$ cat src/rtl/gray_mon_pkg.sv
// Shared types and helpers for the Gray-code step monitor.
// Optional feature macro: GRAY_MON_REVERSE_EN (see gray_step_monitor).
package gray_mon_pkg;

  typedef enum logic [1:0] {SEARCH, TRACK, LOCKED} state_t;
  typedef enum logic [1:0] {HOLD, FWD, REV, ILLEGAL} step_t;

  // Width of the clean-step counter; holds LOCK_N up to 15.
  localparam int GOOD_W = 4;

  // Gray to binary: XOR prefix from the MSB down. Upper unused bits stay zero.
  function automatic logic [31:0] gray2bin(input logic [31:0] g);
    logic [31:0] b;
    b = g;
    for (int s = 1; s < 32; s = s << 1) begin
      b = b ^ (b >> s);
    end
    return b;
  endfunction

  // Binary to Gray: adjacent-bit XOR.
  function automatic logic [31:0] bin2gray(input logic [31:0] b);
    return b ^ (b >> 1);
  endfunction

endpackage

$ cat src/rtl/gray_to_bin.sv
// Combinational WIDTH-bit Gray to binary decoder.
// Each binary bit is the XOR of all Gray bits at or above its position.
module gray_to_bin
  import gray_mon_pkg::*;
#(
  parameter int WIDTH = 3
) (
  input  logic [WIDTH-1:0] gray,
  output logic [WIDTH-1:0] bin
);

  genvar gi;
  generate
    for (gi = 0; gi < WIDTH; gi++) begin : g_bit
      assign bin[gi] = ^gray[WIDTH-1:gi];
    end
  endgenerate

endmodule

$ cat src/rtl/gray_step_monitor.sv
// Gray-code step monitor: decodes sampled Gray counts, classifies each step,
// tracks lock, counts revolutions and illegal steps.
// Optional macro GRAY_MON_REVERSE_EN: reverse steps become legal, reverse wraps
// decrement cyc_cnt, and a 'dir' output reports the last non-hold direction.
module gray_step_monitor
  import gray_mon_pkg::*;
#(
  parameter int WIDTH  = 3,
  parameter int LOCK_N = 4,
  parameter int CYC_W  = 8
) (
  input  logic             clk,
  input  logic             rst,
  input  logic             sample_en,
  input  logic             clear,
  input  logic [WIDTH-1:0] gray_in,
  output logic [WIDTH-1:0] bin_out,
  output logic             locked,
  output logic             step_err,
  output logic [CYC_W-1:0] cyc_cnt,
  output logic [CYC_W-1:0] err_cnt
`ifdef GRAY_MON_REVERSE_EN
  ,
  output logic             dir
`endif
);

`ifdef GRAY_MON_REVERSE_EN
  localparam bit REV_LEGAL = 1'b1;
`else
  localparam bit REV_LEGAL = 1'b0;
`endif

  localparam logic [WIDTH-1:0] MAX_BIN = '1;
  localparam logic [CYC_W-1:0] CNT_MAX = '1;

  logic [WIDTH-1:0]  b_dec;
  logic [WIDTH-1:0]  p_plus;
  logic [WIDTH-1:0]  p_minus;
  logic              fwd_wrap;
  logic              rev_wrap;
  step_t             step_cls;
  state_t            state_reg, state_next;
  logic [GOOD_W-1:0] good_reg, good_next, good_inc;
  logic [WIDTH-1:0]  bin_reg, bin_next;
  logic              step_err_reg, step_err_next;
  logic [CYC_W-1:0]  cyc_reg, cyc_next;
  logic [CYC_W-1:0]  err_reg, err_next;

  gray_to_bin #(.WIDTH(WIDTH)) u_dec (
    .gray (gray_in),
    .bin  (b_dec)
  );

  assign p_plus   = bin_reg + WIDTH'(1);
  assign p_minus  = bin_reg - WIDTH'(1);
  assign fwd_wrap = (bin_reg == MAX_BIN) && (b_dec == '0);
  assign rev_wrap = (bin_reg == '0) && (b_dec == MAX_BIN);

  // Classify the new sample against the previous decoded value
  always_comb begin
    step_cls = ILLEGAL;
    if (b_dec == bin_reg)      step_cls = HOLD;
    else if (b_dec == p_plus)  step_cls = FWD;
    else if (b_dec == p_minus) step_cls = REV;
  end

  // Next-state logic: FSM, clean-step counter, error pulse and counters
  always_comb begin
    state_next    = state_reg;
    good_next     = good_reg;
    bin_next      = bin_reg;
    step_err_next = 1'b0;
    cyc_next      = cyc_reg;
    err_next      = err_reg;
    good_inc      = good_reg + GOOD_W'(1);

    if (sample_en) begin
      // Always resync to the latest sample, even on an error.
      bin_next = b_dec;
      case (state_reg)
        SEARCH: begin
          good_next  = '0;
          state_next = TRACK;
        end
        TRACK: begin
          if (step_cls == FWD || (REV_LEGAL && step_cls == REV)) begin
            good_next = good_inc;
            if (good_inc == GOOD_W'(LOCK_N)) state_next = LOCKED;
          end else if (step_cls != HOLD) begin
            step_err_next = 1'b1;
            good_next     = '0;
            if (err_reg != CNT_MAX) err_next = err_reg + CYC_W'(1);
          end
        end
        LOCKED: begin
          if (step_cls == FWD) begin
            if (fwd_wrap) cyc_next = cyc_reg + CYC_W'(1);
          end else if (REV_LEGAL && step_cls == REV) begin
            if (rev_wrap) cyc_next = cyc_reg - CYC_W'(1);
          end else if (step_cls != HOLD) begin
            step_err_next = 1'b1;
            good_next     = '0;
            state_next    = TRACK;
            if (err_reg != CNT_MAX) err_next = err_reg + CYC_W'(1);
          end
        end
        default: state_next = SEARCH;
      endcase
    end

    // Clear has priority over any same-cycle wrap or error increment.
    if (clear) begin
      cyc_next = '0;
      err_next = '0;
    end
  end

  // State and output registers
  always_ff @(posedge clk or posedge rst) begin
    if (rst) begin
      state_reg    <= SEARCH;
      good_reg     <= '0;
      bin_reg      <= '0;
      step_err_reg <= 1'b0;
      cyc_reg      <= '0;
      err_reg      <= '0;
    end else begin
      state_reg    <= state_next;
      good_reg     <= good_next;
      bin_reg      <= bin_next;
      step_err_reg <= step_err_next;
      cyc_reg      <= cyc_next;
      err_reg      <= err_next;
    end
  end

  assign bin_out  = bin_reg;
  assign locked   = (state_reg == LOCKED);
  assign step_err = step_err_reg;
  assign cyc_cnt  = cyc_reg;
  assign err_cnt  = err_reg;

`ifdef GRAY_MON_REVERSE_EN
  logic dir_reg;

  // Remember the direction of the last forward/reverse step once tracking
  always_ff @(posedge clk or posedge rst) begin
    if (rst) begin
      dir_reg <= 1'b0;
    end else if (sample_en && state_reg != SEARCH) begin
      if (step_cls == FWD)      dir_reg <= 1'b0;
      else if (step_cls == REV) dir_reg <= 1'b1;
    end
  end

  assign dir = dir_reg;
`endif

endmodule
$ cat config.mk
export PLATFORM = sky130hd
export DESIGN_NAME = gray_step_monitor
export DESIGN_NICKNAME = d
export VERILOG_FILES = /design/src/rtl/gray_mon_pkg.sv /design/src/rtl/gray_to_bin.sv /design/src/rtl/gray_step_monitor.sv
export SDC_FILE = /design/constraint.sdc
export NUM_CORES = 1
export LEC_CHECK = 0
export ABC_CLOCK_PERIOD_IN_PS = 2100
export BUFFER_PORTS_ARGS = -buffer_cell sky130_fd_sc_hd__buf_2
export CORE_ASPECT_RATIO = 0.9
export CORE_MARGIN = 5
export CORE_UTILIZATION = 25
export DETAILED_ROUTE_END_ITERATION = 8
export GPL_ROUTABILITY_DRIVEN = 1
export GPL_TIMING_DRIVEN = 0
export PLACE_DENSITY = 0.43
export SLEW_MARGIN = 20
export SYNTH_ARGS = -nofsm -noshare
export SYNTH_HDL_FRONTEND = slang
export SYNTH_HIERARCHICAL = 1
export SYNTH_SLANG_ARGS = --single-unit
$ cat constraint.sdc
create_clock -name clk -period 2.1 [get_ports clk]
set_input_delay 0.42 -clock clk [delete_from_list [all_inputs] [get_ports clk]]
set_output_delay 0.42 -clock clk [all_outputs]
set_load 0.005 [all_outputs]
==> impl_metrics.toml <==
[sta]
clock_skew_ns = 0.007558
fin_crit_sh_pct = 99.49
slew_headroom_pct = 54.00
maxSlewViolCount = 0
holdWs_ns = 0.1917
finalHoldViolCount = 0
tightest_slew_ns = 0.6875
finalSetupViolCount = 0
rsz0062_at_grt = "true"
period_needed_ns = 2.089
fmax_mhz = 478.6

[synthesis]
synth_edf_count = 0
ys_warn_count = 6
postSynthCellCount = 181
synth_cell_types = 46
synth_nets = 198
ys_seq_area_share_pct = 37.28
syn_avg_cell_area_um2 = 9.643
yosys.area.top_type = "dfrtp_1"
netlist_area_um2 = 1745
synth_seq_cells = 26
synth.top_cell.area_share_pct = 37.28
synthTopCellsByArea = "dfrtp_1 (37%), ha_1 (7.2%), mux2_1 (4.5%)"
ys_top_cells_by_count = "dfrtp_1 (26), inv_1 (12), nor2_1 (11), ha_1 (10)"
synth_most_common_cell = "dfrtp_1"
async_reset_ff_share_pct = 100.0
synth_ff_type = "dfrtp_1"

[placed_design]
routabilityCongestion = 0.7279
port_buffers = 27
dp_hpwl_mm = 3.140

[clock_network]
clockBufferDepth = 2
root_buffer = "clkbuf_8"
cts_hold_buf = 0
numCtsBuffers = 3
clock-sinks = 26
cts_tree = "yes"
path_clk_slew_ns = 0.11
clock_latency_ns = 0.28
htreeDepth = 1

[final_layout]
final_nets = 248
area_delta_synth_final_pct = 49.32
drive_gt1_share_pct = 44.78
diodes = 0
utilization_pct = 38.95

[global_route]
use_met2_pct = 17.80
overflow = 0
grt_max_degree = 27
first_global_vias = 1570
met3_usage_pct = 2.418
antenna_found_initial = 0
busiest_layer = "met2"
grt_util_met1_pct = 15.36
grtUsageTotal_pct = 10.99
grt_pass1_wl_mm = 7.762

[power_and_ir_drop]
comb_power_share_pct = 43.3
p_leak_nw = 1.085
switching_share_pct = 33.64
irDropWorstVdd_uv = 422.9
seq_power_share_pct = 32.0
p_total_mw = 1.780
clockPowerShare_pct = 24.7
switchingPower_mw = 0.5987
power_density_nw_per_um2 = 682.9
p_int_mw = 1.181

[floorplan]
dieHeight_um = 89.27
die_w_um = 98.08
start_util_pct = 26.08
rows = 28
fp.coreArea_um2 = 6691
die_area_um2 = 8755
io_pins = 28

[route]
wl_per_cell_um = 14.97
ant_nets = 0
vias = 1554
dr.first_iter.drc_count = 34
drc = 0
drtPass1Iterations = 4
wl_mm = 4.790
viasPerCell = 4.856

[min_path]
worst_hold_path_type = "in -> async"

[critical_path]
worstPathArrival_ns = 2.27
cp-end-kind = "register"
required_ns = 2.28
crit_type = "reg -> reg"
cp-startpoint = "bin_out[1]"
critPathLaunchType = "register"
cp_max_fo = 7
r2r_start = "bin_out[1]"

[flow_run]
drv_cap = 0

[outcome]
status = "completed"
-- critical path: stages (launching register included) --
cell	delay, ns
dfrtp_2	0.46
ha_4	0.18
ha_4	0.23
xnor2_4	0.16
and3_4	0.19
buf_12	0.14
buf_12	0.14
nor4_4	0.16
mux2_4	0.32
-- cell families (layout without fill, tap and decap cells) --
family	after synthesis	count (layout)	share of synthesized area (%)
adder cells (fa/ha/maj)	10	10	7.168
buffers and inverters	22	71	5.878
AND/OR/NAND/NOR	72	72	24.94
XOR/XNOR	8	8	5.305
multiplexers	11	11	6.882
AO/OA/AOI/OAI	32	32	12.54
flip-flops	26	26	37.28
-- timing repair --
item                                    4_1_cts  5_1_grt
endpoints found under the setup margin       20       18
gates cloned                                  0        1
gates resized for setup                      23       37
buffers inserted                              6       11
pin swaps                                     5       15
-- cell usage in the layout (no fill, tap or decap), types with 4 or more instances in the layout --
master     n
nor2_1    11
nand2b_1   4
a21oi_1    6
buf_2     26
or4_1      4
ha_4       4
inv_2      5
o21ai_0    5
o31ai_1    5
buf_4     16
nand3_1    7
clkbuf_8   4
nand2_1    9
inv_1      7
ha_1       6
and4_1     4
dfrtp_1   24
nor2b_1    7
mux2_4     4
-- layer usage --
| metal | up-vias | wire length, um |
|---|---|---|
| met5 | - | 0 |
| met4 | 0 | 43 |
| met3 | 4 | 172 |
| met2 | 32 | 2211 |
| met1 | 757 | 2362 |
| li1 | 761 | - |
-- worst paths after layout --
path	to	cells after the start	slack (ns)
worst max-delay path	err_cnt[3]	8	0.01
worst min-delay path	good_reg[1]	2	0.19
worst max register to register	err_cnt[3]	8	0.01
worst min register to register	good_reg[0]	1	0.53
max in group asynchronous	bin_out[0]	2	1.48
min in group clk	cyc_cnt[7]	3	0.52
-- per-stage QoR --
stage | setup WS, ns | cells | instance area (um^2) | setup TNS (ns)
after floorplan | -0.06957 | 181 | 1804 | -0.3674
after global placement | -0.4988 | 298 | 2052 | -7.137
after detailed placement | -0.4803 | 298 | 2052 | -6.845
after CTS | -0.002355 | 308 | 2325 | -0.002355
after global routing | -0.03986 | 320 | 2606 | -0.1768
final | 0.01061 | 320 | 2606 | 0
-- power by group through the flow --
stage / Sequential (mW) / Combinational (mW) / Clock, mW
after detailed placement: 0.579 / 0.441 / 0
after floorplan: 0.576 / 0.322 / 0
after global routing: 0.576 / 0.832 / 0.476
after global placement: 0.579 / 0.445 / 0
final: 0.569 / 0.771 / 0.439
after CTS: 0.571 / 0.563 / 0.457
-- final cells by class --
class | instances | area, um^2
Fill cell | 688 | 4085
Inverter | 12 | 45.04
Multi-Input combinational cell | 133 | 1308
Clock inverter | 1 | 30.03
Buffer | 10 | 106.4
Clock buffer | 3 | 41.29
Tap cell | 90 | 112.6
Timing Repair Buffer | 45 | 310.3
Sequential cell | 26 | 653.1
Note: power is estimated with default switching activity, not from simulation.
